==> src/rtl/bcd_chain_counter.sv <==
// Synchronous multi-digit BCD counter with preset load, wrap pulse and 7-segment decode.
// Optional down-counting is compiled in with `define BCD_CHAIN_DOWN_EN.
module bcd_chain_counter #(
  parameter int DIGITS    = 2,
  parameter int MAX_COUNT = 59,
  parameter int CLK_HZ    = 1000000,
  parameter int TICK_HZ   = 1
) (
  input  logic                  CLK,
  input  logic                  RST,
  input  logic                  pause,
  input  logic                  timer,
  input  logic                  down,
  input  logic                  load,
  input  logic [4*DIGITS-1:0]   load_value,
  output logic [4*DIGITS-1:0]   count_bcd,
  output logic [7*DIGITS-1:0]   segments,
  output logic                  wrap,
  output logic                  load_err
);

  localparam int DIV = CLK_HZ / TICK_HZ;
  localparam int DW  = (DIV > 1) ? $clog2(DIV) : 1;

  function automatic longint pow10(input int n);
    longint r;
    r = 1;
    for (int i = 0; i < n; i++) r = r * 10;
    return r;
  endfunction

  function automatic logic [4*DIGITS-1:0] to_bcd(input longint v);
    logic [4*DIGITS-1:0] r;
    longint t;
    r = '0;
    t = v;
    for (int k = 0; k < DIGITS; k++) begin
      r[4*k +: 4] = 4'(t % 10);
      t = t / 10;
    end
    return r;
  endfunction

  function automatic logic [6:0] seg7(input logic [3:0] d);
    case (d)
      4'd0:    seg7 = 7'h3F;
      4'd1:    seg7 = 7'h06;
      4'd2:    seg7 = 7'h5B;
      4'd3:    seg7 = 7'h4F;
      4'd4:    seg7 = 7'h66;
      4'd5:    seg7 = 7'h6D;
      4'd6:    seg7 = 7'h7D;
      4'd7:    seg7 = 7'h07;
      4'd8:    seg7 = 7'h7F;
      4'd9:    seg7 = 7'h6F;
      default: seg7 = 7'h00;
    endcase
  endfunction

  if (DIGITS < 1 || DIGITS > 8) begin : g_bad_digits
    $error("bcd_chain_counter: DIGITS must be in 1..8");
  end
  if (MAX_COUNT < 0 || longint'(MAX_COUNT) > pow10(DIGITS) - 1) begin : g_bad_max
    $error("bcd_chain_counter: MAX_COUNT does not fit in DIGITS decimal digits");
  end
  if (DIV < 2 || (CLK_HZ % TICK_HZ) != 0) begin : g_bad_div
    $error("bcd_chain_counter: CLK_HZ/TICK_HZ must be an integer of at least 2");
  end

  localparam logic [4*DIGITS-1:0] MAX_BCD  = to_bcd(longint'(MAX_COUNT));
  localparam logic [DW-1:0]       DIV_LAST = DW'(DIV - 1);

  logic [DW-1:0]       div_q, div_d;
  logic [4*DIGITS-1:0] count_q, count_d;
  logic                wrap_q, wrap_d;
  logic                err_q, err_d;
  logic                tick, step;
  logic                digits_ok, load_ok;
  logic [4*DIGITS-1:0] inc_val;
  logic                inc_carry;

  assign tick   = (div_q == DIV_LAST);
  assign div_d  = tick ? '0 : div_q + DW'(1);
  assign step   = !pause && (timer ? tick : 1'b1);

  // With every nibble in 0..9, a plain unsigned compare of packed BCD orders like the decimal value.
  always_comb begin
    digits_ok = 1'b1;
    for (int k = 0; k < DIGITS; k++) begin
      if (load_value[4*k +: 4] > 4'd9) digits_ok = 1'b0;
    end
  end
  assign load_ok = digits_ok && (load_value <= MAX_BCD);

  always_comb begin
    inc_val   = count_q;
    inc_carry = 1'b1;
    for (int k = 0; k < DIGITS; k++) begin
      if (inc_carry) begin
        if (count_q[4*k +: 4] == 4'd9) begin
          inc_val[4*k +: 4] = 4'd0;
        end else begin
          inc_val[4*k +: 4] = count_q[4*k +: 4] + 4'd1;
          inc_carry         = 1'b0;
        end
      end
    end
  end

`ifdef BCD_CHAIN_DOWN_EN
  logic [4*DIGITS-1:0] dec_val;
  logic                dec_borrow;

  always_comb begin
    dec_val    = count_q;
    dec_borrow = 1'b1;
    for (int k = 0; k < DIGITS; k++) begin
      if (dec_borrow) begin
        if (count_q[4*k +: 4] == 4'd0) begin
          dec_val[4*k +: 4] = 4'd9;
        end else begin
          dec_val[4*k +: 4] = count_q[4*k +: 4] - 4'd1;
          dec_borrow        = 1'b0;
        end
      end
    end
  end
`else
  logic unused_down;
  assign unused_down = down;
`endif

  // A load, accepted or not, always takes the cycle away from stepping.
  always_comb begin
    count_d = count_q;
    wrap_d  = 1'b0;
    err_d   = 1'b0;
    if (load) begin
      if (load_ok) count_d = load_value;
      else         err_d   = 1'b1;
    end else if (step) begin
`ifdef BCD_CHAIN_DOWN_EN
      if (down) begin
        if (count_q == '0) begin
          count_d = MAX_BCD;
          wrap_d  = 1'b1;
        end else begin
          count_d = dec_val;
        end
      end else
`endif
      begin
        if (count_q == MAX_BCD) begin
          count_d = '0;
          wrap_d  = 1'b1;
        end else begin
          count_d = inc_val;
        end
      end
    end
  end

  always_ff @(posedge CLK or negedge RST) begin
    if (!RST) begin
      div_q   <= '0;
      count_q <= '0;
      wrap_q  <= 1'b0;
      err_q   <= 1'b0;
    end else begin
      div_q   <= div_d;
      count_q <= count_d;
      wrap_q  <= wrap_d;
      err_q   <= err_d;
    end
  end

  always_comb begin
    segments = '0;
    for (int k = 0; k < DIGITS; k++) begin
      segments[7*k +: 7] = seg7(count_q[4*k +: 4]);
    end
  end

  assign count_bcd = count_q;
  assign wrap      = wrap_q;
  assign load_err  = err_q;

endmodule

==> config.mk <==
export PLATFORM = sky130hd
export DESIGN_NAME = bcd_chain_counter
export DESIGN_NICKNAME = d
export VERILOG_FILES = /design/src/rtl/bcd_chain_counter.sv
export SDC_FILE = /design/constraint.sdc
export NUM_CORES = 1
export LEC_CHECK = 0
export ABC_AREA = 1
export CORE_MARGIN = 5
export CORE_UTILIZATION = 30
export DETAILED_ROUTE_END_ITERATION = 10
export GPL_ROUTABILITY_DRIVEN = 0
export SLEW_MARGIN = 20
export SYNTH_ARGS = -nofsm -noshare
export SYNTH_HDL_FRONTEND = slang
export SYNTH_SLANG_ARGS = --single-unit
==> constraint.sdc <==
create_clock -name CLK -period 2.3 [get_ports CLK]
set_clock_uncertainty 0.2 [all_clocks]
set_input_delay 0.23 -clock CLK [delete_from_list [all_inputs] [get_ports CLK]]
set_output_delay 0.23 -clock CLK [all_outputs]
set_load 0.01 [all_outputs]
==> metrics.cfg, run 1 <==
[status]
status = finished clean

[clock_network]
cts_tree = yes
clkTransAtPathRegs_ns = 0.06
cts_hold_buf = 0
cts_buffers = 5
cts.path.max_buffers = 2
insertion_delay_ns = 0.28
cts_sinks = 30
clock-root-buffer = clkbuf_8
h-tree-depth = 2

[detailed_routing]
vias_per_cell = 4.44
wl_um = 4820
drt_pass1_iterations = 4
ant_nets = 0
drtIter0Drc = 40
wl_per_cell_um = 11.0
vias = 1935
drc = 0

[floorplan]
die_h_um = 94.6
start_util_pct = 31.3
die_x_um = 94.6
die_area_um2 = 8950
rows = 30
coreArea_um2 = 6870
ios = 38

[yosys]
netlist.top_cell.by_area = dfrtp_1
yosysWarnings = 0
synth_area_leaders = dfrtp_1, nand2_1, ha_1, inv_1, nor2_1
synth_top_cell_area_share_pct = 34.9
syn_area_um2 = 2150
syn_inst = 287
ys_seq_area_share_pct = 34.9
syn-num-nets = 317
ys_ff_latch = 30
postSynthAreaPerCell_um2 = 7.49
synth.distinct_cells = 33

[job]
maxCapViolCount = 0

[global_route]
antenna_found_initial = 0
grt_max_degree = 31
grt_use_met1_pct = 15.7
track_usage_pct = 12.2
gr-max-usage-layer = met2
grt_pass1_vias = 1986
grt_pass1_wl_um = 8790
use_met3_pct = 3.82
overflow = 0
met2_usage_pct = 19.4

[cells_and_area]
drive_above_1_share_pct = 17.6
diodes = 0
syn_to_final_growth_pct = 29.4
fillerInstances = 718
fin_area_um2 = 2780
final_nets = 369

[critical_path]
worstPathCellList = inv_4, ha_1, inv_1, o21ai_0, nand2_1, clkdlybuf4s50_1
cp_data_arrival_time_ns = 1.82
worst-path-max-fanout = 6
endpoint_kind = output port
worstSetupStartpointType = flip-flop
cp_slowest_cell = clkdlybuf4s50_1
required_ns = 1.87
max_stage_delay_ns = 0.53
crit_type = reg -> out

[power]
vdd_drop_max_mv = 0.463
p_leak_nw = 1.39
p_per_area_nw_per_um2 = 728

[place]
place_area_um2 = 2650
dp_hpwl_um = 3720
portBuffers = 36

[sta]
setup_tns_ns = 0
tightest_slew_ns = 0.371
slew_headroom_pct = 75.3
rsz0062_at_grt = yes
fmax_mhz = 445
period_minus_slack_ns = 2.25
setup_viol = 0
period_share_pct = 97.8
slew_violations = 0
finalHoldViolCount = 0

[min_path]
hold_path.class = in -> async

[flip-flops by register name, indices dropped and copies added (netlist names)]
name,count
wrap,1
load_err,1
count_bcd,8
div_q,20
[per-layer routing]
layer | vias to the layer above | wire length [um]
met3 | 7 | 206
met2 | 39 | 2140
met1 | 880 | 2390
li1 | 1009 | -
met4 | 0 | 81
met5 | - | 0
[worst paths after layout]
check / slack [ns] / to / cells after the start / from
max in group asynchronous: 1.47 / count_bcd[5] / 2 / RST
worst max-delay path: 0.05 / segments[8] / 6 / count_bcd[5]
worst min-delay path: 0.14 / div_q[13] / 2 / RST
worst max register to register: 0.51 / count_bcd[5] / 10 / div_q[0]
min in group CLK: 0.28 / div_q[0] / 1 / div_q[0]
worst min register to register: 0.28 / div_q[0] / 1 / div_q[0]
[synth_stat cells]
| library cell | count |
|---|---|
| xor2_1 | 8 |
| inv_1 | 42 |
| o21ai_0 | 20 |
| nand2_2 | 7 |
| nand3_2 | 2 |
| nand4_1 | 5 |
| nand2_4 | 1 |
| nor2_2 | 5 |
| nor2_1 | 27 |
| xnor2_1 | 4 |
| nor4_2 | 1 |
| buf_2 | 2 |
| clkbuf_1 | 1 |
| o31ai_1 | 1 |
| nand2_1 | 62 |
| o221ai_1 | 1 |
| nor3_2 | 3 |
| or2_2 | 2 |
| nor2_4 | 4 |
| o21ai_1 | 1 |
| ha_1 | 16 |
| o22ai_1 | 6 |
| buf_6 | 1 |
| nor3_1 | 4 |
| clkinv_1 | 1 |
| a21oi_1 | 6 |
| dfrtp_1 | 30 |
| nand3b_1 | 2 |
| nand3_1 | 16 |
| inv_2 | 3 |
| clkinv_2 | 1 |
| nor4_1 | 1 |
| o211ai_1 | 1 |
[stage by stage]
stage	worst slack [ns]	std cells	util (%)	hold WS, ns	power [mW]
2_1_floorplan	0.594	287	-	-0.266	1.11
3_3_place_gp	0.136	421	38.6	0.249	1.63
3_5_place_dp	0.137	421	38.6	0.265	1.62
4_1_cts	0.0151	435	40.5	0.143	2.07
5_1_grt	-0.0530	436	40.5	0.168	2.20
6_report	0.0514	436	40.5	0.139	2.02
[cells in the final DEF, fill, tap and decap left out, types with 7 or more instances in the layout]
master,n
buf_4,13
clkdlybuf4s50_1,26
nand2_2,7
xor2_1,8
nor2_1,27
inv_1,39
dfrtp_1,27
ha_1,16
nand2_1,62
nand3_1,16
o21ai_0,20
[worst max-delay path: cells and delay by family (launching register included)]
kind	cells	cell delay, ns
buffers and inverters	3	0.71
adder cells (fa/ha/maj)	1	0.22
AND/OR/NAND/NOR	1	0.06
AO/OA/AOI/OAI	1	0.09
flip-flops	1	0.45
[area by class of cell]
| class | count | area [um^2] | share of cell area, % |
|---|---|---|---|
| clock buffers | 6 | 82.6 | 2.97 |
| clock inverters | 2 | 12.5 | 0.450 |
| inverters | 47 | 180 | 6.48 |
| multi-input cells | 206 | 1190 | 43.0 |
| flip-flops and latches | 30 | 754 | 27.1 |
| well taps | 96 | 120 | 4.32 |
| repair buffers | 49 | 434 | 15.6 |
[logic make-up (layout without fill, tap and decap cells)]
| logic type | count (synthesis) | count (layout) | share of synthesized area [%] |
|---|---|---|---|
| AO/OA/AOI/OAI | 36 | 36 | 9.14 |
| buffers and inverters | 51 | 104 | 9.43 |
| AND/OR/NAND/NOR | 142 | 142 | 32.3 |
| adder cells (fa/ha/maj) | 16 | 16 | 9.32 |
| flip-flops | 30 | 30 | 34.9 |
| XOR/XNOR | 12 | 12 | 4.89 |
[repair_timing]
action | CTS | global route
setup buffers | 6 | 1
endpoints found under the setup margin | 13 | 6
resized for setup | 16 | 10
[power breakdown]
part | internal [mW] | total, mW | switching (mW)
clock | 0.240 | 0.436 | 0.196
combinational | 0.464 | 0.960 | 0.496
sequential | 0.572 | 0.628 | 0.0557
total | 1.28 | 2.02 | 0.748
No activity file was read; power rests on OpenSTA's default activity.
==> inputs of run 2 (changes only) <==
CTS_CLUSTER_DIAMETER = 60   (was unset)
==> results of run 2 <==
Final layout, timing and power as in run 1 (identical DEF).
==> inputs of run 3 (changes only) <==
GPL_TIMING_DRIVEN = 1   (was unset)
==> results of run 3 <==
Final layout, timing and power as in run 1 (identical DEF).
